`config.mk`:
```
export PLATFORM = sky130hd
export DESIGN_NAME = ssd_scan_driver
export DESIGN_NICKNAME = d
export VERILOG_FILES = /design/src/rtl/ssd_scan_driver.sv
export SDC_FILE = /design/constraint.sdc
export NUM_CORES = 1
export LEC_CHECK = 0
export CAP_MARGIN = 10
export CORE_MARGIN = 10
export CORE_UTILIZATION = 47
export DETAILED_ROUTE_END_ITERATION = 7
export GPL_TIMING_DRIVEN = 0
export HOLD_SLACK_MARGIN = 0.03
export PLACE_DENSITY = 0.67
export SETUP_SLACK_MARGIN = 0.3
export SYNTH_ARGS = -nofsm -noshare
export SYNTH_HDL_FRONTEND = slang
export SYNTH_SLANG_ARGS = --single-unit
```
`constraint.sdc`:
```
create_clock -name clk -period 1.9 [get_ports clk]
set_clock_uncertainty 0.1 [all_clocks]
set_input_delay 0.19 -clock clk [delete_from_list [all_inputs] [get_ports clk]]
set_output_delay 0.19 -clock clk [all_outputs]
set_load 0.01 [all_outputs]
```
`src/rtl/ssd_scan_driver.sv`:
```
// N-digit seven-segment scan driver with an internal double-dabble binary-to-BCD converter.
// Optional build macro SSD_LZ_BLANK_EN blanks leading zeros (digit 0 is always shown).
module ssd_scan_driver #(
    parameter int DIGITS      = 4,
    parameter int DATA_W      = 14,
    parameter int REFRESH_DIV = 100000
) (
    input  logic              clk,
    input  logic              rst,
    input  logic [DATA_W-1:0] value_i,
    input  logic              load_i,
    output logic              busy_o,
    output logic [DIGITS-1:0] Anode,
    output logic [6:0]        LED_out
);

    // Work BCD must hold any DATA_W value; never fewer nibbles than displayed digits
    localparam int BCD_RAW = (DATA_W * 302) / 1000 + 1;
    localparam int BCD_N   = (BCD_RAW > DIGITS) ? BCD_RAW : DIGITS;
    localparam int WB      = BCD_N * 4;
    localparam int CNT_W   = $clog2(DATA_W + 1);
    localparam int IDX_W   = (DIGITS > 1) ? $clog2(DIGITS) : 1;
    localparam int REF_W   = (REFRESH_DIV > 1) ? $clog2(REFRESH_DIV) : 1;

    typedef enum logic [1:0] {IDLE, SHIFT, COMMIT} state_t;

    state_t              state, state_nx;
    logic [DATA_W-1:0]   shreg;
    logic [WB-1:0]       work, work_adj;
    logic [CNT_W-1:0]    cnt;
    logic [DIGITS*4-1:0] disp;
    logic                ovf, work_ovf;
    logic [REF_W-1:0]    ref_cnt;
    logic [IDX_W-1:0]    idx;
    logic [6:0]          seg_nx;

    function automatic logic [6:0] seg_enc(input logic [3:0] d);
        case (d)
            4'd0:    seg_enc = 7'b0000001;
            4'd1:    seg_enc = 7'b1001111;
            4'd2:    seg_enc = 7'b0010010;
            4'd3:    seg_enc = 7'b0000110;
            4'd4:    seg_enc = 7'b1001100;
            4'd5:    seg_enc = 7'b0100100;
            4'd6:    seg_enc = 7'b0100000;
            4'd7:    seg_enc = 7'b0001111;
            4'd8:    seg_enc = 7'b0000000;
            4'd9:    seg_enc = 7'b0000100;
            default: seg_enc = 7'b1111111;
        endcase
    endfunction

    assign busy_o = (state != IDLE);

    always_comb begin
        state_nx = state;
        case (state)
            IDLE:    if (load_i) state_nx = SHIFT;
            SHIFT:   if (cnt == CNT_W'(DATA_W - 1)) state_nx = COMMIT;
            COMMIT:  state_nx = IDLE;
            default: state_nx = IDLE;
        endcase
    end

    always_comb begin
        work_adj = work;
        for (int i = 0; i < BCD_N; i++)
            if (work[i*4 +: 4] >= 4'd5) work_adj[i*4 +: 4] = work[i*4 +: 4] + 4'd3;
    end

    // Any non-zero nibble above the displayed digits means value >= 10**DIGITS
    always_comb begin
        work_ovf = 1'b0;
        for (int i = DIGITS; i < BCD_N; i++)
            if (work[i*4 +: 4] != 4'd0) work_ovf = 1'b1;
    end

    always_ff @(posedge clk or negedge rst) begin
        if (!rst) begin
            state <= IDLE;
            shreg <= '0;
            work  <= '0;
            cnt   <= '0;
            disp  <= '0;
            ovf   <= 1'b0;
        end else begin
            state <= state_nx;
            case (state)
                IDLE: if (load_i) begin
                    shreg <= value_i;
                    work  <= '0;
                    cnt   <= '0;
                end
                SHIFT: begin
                    work  <= {work_adj[WB-2:0], shreg[DATA_W-1]};
                    shreg <= shreg << 1;
                    cnt   <= cnt + 1'b1;
                end
                COMMIT: begin
                    disp <= work[DIGITS*4-1:0];
                    ovf  <= work_ovf;
                end
                default: ;
            endcase
        end
    end

    always_comb begin
        logic upper_zero;
        upper_zero = 1'b1;
        for (int j = 0; j < DIGITS; j++)
            if (j > int'(idx) && disp[j*4 +: 4] != 4'd0) upper_zero = 1'b0;
        if (ovf)
            seg_nx = 7'b1111110;
`ifdef SSD_LZ_BLANK_EN
        else if (upper_zero && idx != '0 && disp[idx*4 +: 4] == 4'd0)
            seg_nx = 7'b1111111;
`endif
        else
            seg_nx = seg_enc(disp[idx*4 +: 4]);
    end

    always_ff @(posedge clk or negedge rst) begin
        if (!rst) begin
            ref_cnt <= '0;
            idx     <= '0;
            Anode   <= '1;
            LED_out <= 7'h7F;
        end else begin
            if (ref_cnt == REF_W'(REFRESH_DIV - 1)) begin
                ref_cnt <= '0;
                idx     <= (idx == IDX_W'(DIGITS - 1)) ? '0 : idx + 1'b1;
            end else begin
                ref_cnt <= ref_cnt + 1'b1;
            end
            Anode   <= ~(DIGITS'(1) << idx);
            LED_out <= seg_nx;
        end
    end

endmodule

```
==> reports/metrics.csv, run 1 <==
metric;value;unit
worstSetupEndpointType;register;
boundaryPins;29;
post-synth-top-area-cell;dfrtp_1;
drc;0;
synth.top_cell.area_share;44.8;%
clk_pin_slew_worst_paths;0.08;ns
drt_iter0_markers;189;
power.density;1370;mW/mm2
fin_nets;524;
path_max_fanout;5;
die_area;0.0132;mm2
antenna_cells;0;
die_w;115;um
dpl.hpwl;5.78;mm
status;complete, no violations;
rsz0062_at_grt;yes;
clock-root-buffer;clkbuf_8;
min_path_type;input pin to async pin;
grt_pass1_wl;15.9;mm
fp.dieH;115;um
slowest_stage;mux4_2;
coreArea;0.00876;mm2
first_pass_iters;4;
synthTopCellsByArea;dfrtp_1 45%, ha_1 7.4%, dfstp_2 6.8%, mux2_2 3.7%, o21ai_0 3.5%;
worstSetupPathType;register to register;
hold_slack;0.246;ns
clock_sinks;87;
path_cells;buf_6 > mux4_2 > inv_4 > ha_4 > inv_2 > a21oi_2 > o21ai_1 > a21o_1;
critPathLaunchType;register;
wire_per_inst;16.9;um
fin_util;66.2;%
drive_above_1_share;37.8;%
final_antenna_net_count;0;
async_flop_share;100;%
synth-seq-area-share;51.6;%
synth_area;0.00425;mm2
vdd_drop_max;0.894;mV
fin_crit_sh;96.6;%
grt.total_usage;14.6;%
syn_avg_cell_area;10.7;um2
slowest_delay;0.55;ns
worst_slew_pin_slew;0.518;ns
rows;34;
start_util;48.5;%
gp_congestion;0.819;
antenna_found_initial;0;
num-fill-cells;672;
synth-edff-count;0;
hold_viol;0;
crit_buf_inv;3;
synth_cell_type_count;43;
drv_slew;0;
yosys_warnings;0;
synthCells;398;
cp_top_family;multiplexers;
leakagePower;0.00249;uW
cp.arrival;2.03;ns
grt_max_degree;51;
max_freq;545;MHz
syn-num-nets;440;
overflow;0;
ys.flop_type;dfrtp_1;
via_per_inst;5.56;
final_cell_mix;75 x dfrtp_1, 38 x buf_4, 28 x nor2_1, 25 x o21ai_0, 25 x nand3_1;
first_global_vias;3287;
crit_required;2.10;ns
setup_viol_count_final;0;
cap_violations;0;
vias;3308;
routed_wl;10.1;mm
cts_buffers;9;
htreeDepth;3;
synth-seq-cells;87;
portBuffers;28;
cts_tree;yes;
slew_headroom;65.5;%
cts_buffer_depth;2;
layout_commonest_cell;dfrtp_1;
finalCriticalPeriod;1.84;ns
clk-insertion-delay-late;0.36;ns
syn_to_final_growth;36.6;%
[worst register-to-register path, cell delays in order (launching register included)]
cell and delay [ns]:
dfrtp_1 0.38, buf_6 0.14, mux4_2 0.55, inv_4 0.10
ha_4 0.15, inv_2 0.03, a21oi_2 0.10, o21ai_1 0.07
a21o_1 0.17
[metal layers]
metal  vias up  track usage [%]  wire length (um)  share of wire [%]
li1       1555                -                 -                  -
met1      1656             18.6              4310                 43
met2        76             23.3              5160                 51
met3        21             3.02               425                4.2
met4         0             7.18               165                1.6
met5         -                0                 0                  0
[where the power goes]
| part | switching [uW] | internal [uW] | leakage (uW) | total (uW) |
|---|---|---|---|---|
| clock | 637 | 717 | 0.000103 | 1350 |
| sequential | 485 | 2390 | 0.00105 | 2880 |
| combinational | 1860 | 1880 | 0.00134 | 3750 |
| total | 2990 | 4990 | 0.00249 | 7980 |
[per-stage QoR]
stage / setup slack [ns] / area (um2) / total power [uW] / TNS (ns) / instances
floorplan: 0.0419 / 4290 / 4600 / 0 / 398
global placement: -2.64 / 4710 / 5210 / -220.76 / 534
detailed placement: -0.161 / 4730 / 5320 / -3.79 / 535
CTS: 0.0616 / 5280 / 7090 / 0 / 582
global route: -0.0332 / 5800 / 8500 / -0.0430 / 595
finish: 0.0648 / 5800 / 7980 / 0 / 595
[synthesized netlist by cell type, types with 10 or more instances]
cell and instances:
nor2_1 38, xnor2_1 14, o22ai_1 13, mux2_2 14
a21oi_1 10, dfrtp_1 76, inv_1 23, dfstp_2 11
nand2_1 22, ha_1 25, nand3_1 26, o21ai_0 30
[repair_timing]
item	4_1_cts	5_1_grt
pin swaps	15	30
hold endpoints to repair	35	0
resized for setup	58	95
setup endpoints to repair	62	55
cloned	1	1
hold buffers	1	0
setup buffers	29	12
[cells by family (layout without fill, tap and decap cells)]
kind of cell               Yosys count  count (layout)  share of synthesized area (%)
xor gates and xnor gates            23              23                           4.74
muxes                               21              22                           6.57
and+or+nand+nor                    124             124                           14.5
AOI/OAI and AO/OA                   75              75                           10.9
DFF                                 87              87                           51.6
buffers and inverters               43             131                           4.36
adders and majority gates           25              25                           7.36
[path summary, 6_finish.rpt]
path,start,endpoint,slack [ns],cells past startpoint
worst max-delay path,idx[0],LED_out[2],0.06,8
worst min-delay path,rst,disp[15],0.25,2
worst max register to register,idx[0],LED_out[2],0.06,8
worst min register to register,disp[8],disp[8],0.38,2
max in group asynchronous,rst,Anode[1],0.80,3
min in group clk,value_i[0],shreg[0],0.29,3
[sequential cells by signal, indices dropped and copies added, names as in the netlist, 2 cells and up]
| signal | cells |
|---|---|
| shreg | 14 |
| state | 2 |
| cnt | 4 |
| disp | 16 |
| Anode | 4 |
| idx | 2 |
| work | 20 |
| LED_out | 7 |
| ref_cnt | 17 |
[cell type report]
type | count | area [um2] | area share (%)
Multi-Input combinational cell | 269 | 2350 | 40.4
Sequential cell | 87 | 2190 | 37.8
Timing Repair Buffer | 72 | 657 | 11.3
Clock buffer | 14 | 173 | 2.98
Buffer | 20 | 173 | 2.98
Tap cell | 108 | 135 | 2.33
Inverter | 23 | 88.8 | 1.53
Clock inverter | 2 | 37.5 | 0.647
Note: power is estimated with default switching activity, not from simulation.
==> run 2, diff against run 1 <==
SKIP_LAST_GASP = 1   (was default)
==> reports/metrics.csv, run 2 (synthesized netlist as in run 1, its figures left out) <==
metric;value;unit
dp_slack;-0.161;ns
final_antenna_net_count;0;
cp.arrival;2.03;ns
die_area;0.0132;mm2
fin_nets;524;
regMostFlops;work;
met1_usage;18.6;%
power.total;7750;uW
path_cells;buf_6 > mux4_2 > inv_4 > ha_4 > inv_2 > a21oi_2 > o21ai_1 > a21o_1;
leakagePower;0.00248;uW
clock_sinks;87;
r2r-start;idx[0];
critPathLaunch;idx[0];
cts_buffers;9;
worstSetupEndpoint;LED_out[2];
crit_required;2.10;ns
crit_buf_inv;3;
clk-insertion-delay-late;0.36;ns
cp_top_family;multiplexers;
first_global_vias;3287;
rsz0062_at_grt;yes;
boundaryPins;29;
portBuffers;28;
grtUsageMet3;3.02;%
antenna_cells;0;
slew_headroom;65.6;%
worst_slew_pin_slew;0.516;ns
fin_util;64.9;%
top_usage_layer;met2;
grt.met2_usage;23.3;%
clock-root-buffer;clkbuf_8;
slowest_stage;mux4_2;
finalCriticalPeriod;1.83;ns
htreeDepth;3;
drc;0;
hold_viol;0;
via_per_inst;5.48;
start_util;48.5;%
dp.cells;535;
worstSetupPathType;register to register;
clk_pin_slew_worst_paths;0.08;ns
fin_ws;0.0686;ns
cp.depth;8;
largest_register_ffs;20;
hold_slack;0.246;ns
final_cell_count_no_fill;595;
path_max_fanout;5;
rows;34;
layout_commonest_cell;dfrtp_1;
coreArea;0.00876;mm2
cts_tree;yes;
ff2ff_setup_slack;0.07;ns
overflow;0;
gp_congestion;0.819;
power.density;1360;mW/mm2
cts_buffer_depth;2;
dpl.hpwl;5.78;mm
grt.total_usage;14.6;%
setup_viol_count_final;0;
vdd_drop_max;0.899;mV
status;complete, no violations;
top_regs;work: 20 flops, ref_cnt: 17 flops, disp: 16 flops;
grt_pass1_wl;15.9;mm
grt_max_degree;51;
cap_violations;0;
drive_above_1_share;35.7;%
fp.dieH;115;um
r2r-end;LED_out[2];
fin_crit_sh;96.4;%
worstSetupEndpointType;register;
routed_wl;9.76;mm
wire_per_inst;16.4;um
drt_iter0_markers;179;
max_freq;546;MHz
drv_slew;0;
vias;3262;
critPathLaunchType;register;
final_cell_mix;76 x dfrtp_1, 39 x buf_4, 35 x nor2_1, 25 x o21ai_0, 25 x nand3_1;
rr_worst_depth;8;
antenna_found_initial;0;
die_w;115;um
slowest_delay;0.55;ns
first_pass_iters;4;
min_path_type;input pin to async pin;
syn_to_final_growth;33.9;%
## run 2: per-stage QoR
stage	area, um2	setup TNS (ns)
after floorplan	4290	0
after global placement	4710	-220.76
after detailed placement	4730	-3.79
after CTS	5280	0
after global routing	5690	-0.0433
final	5690	0
## run 2: timing repair
action,4_1_cts,5_1_grt
hold buffers,1,0
pin swaps,15,23
setup buffers,29,12
hold endpoints to repair,35,0
setup endpoints to repair,62,55
resized for setup,58,72
gates cloned,1,1
## run 2: layout make-up
type,instances,area (um2)
well taps,108,135
multi-input cells,269,2240
plain buffers,20,173
repair buffers,72,648
fillers,683,3080
clock buffers,14,173
flip-flops and latches,87,2190
clock inverters,2,37.5
inverters,23,88.8
## run 2: worst min-delay path by stage
stage / slack, ns / to / start
after global placement: 0.35 / work[0] / shreg[13]
after detailed placement: 0.10 / disp[15] / rst
after floorplan: -0.21 / cnt[0] / rst
after CTS: 0.26 / work[14] / rst
after global routing: 0.31 / ovf / rst
final: 0.25 / work[14] / rst
## run 2: report_power, final
group          internal (uW)  switching [uW]  leakage [uW]
clock network            718             642      0.000103
logic                   1790            1750       0.00132
registers               2390             450       0.00105
total                   4900            2850       0.00248
## run 2: routing by layer
layer | part of all wire, % | wire length [um]
met1 | 44 | 4270
met2 | 50 | 4850
met3 | 4.8 | 466
met4 | 1.8 | 174
met5 | 0 | 0
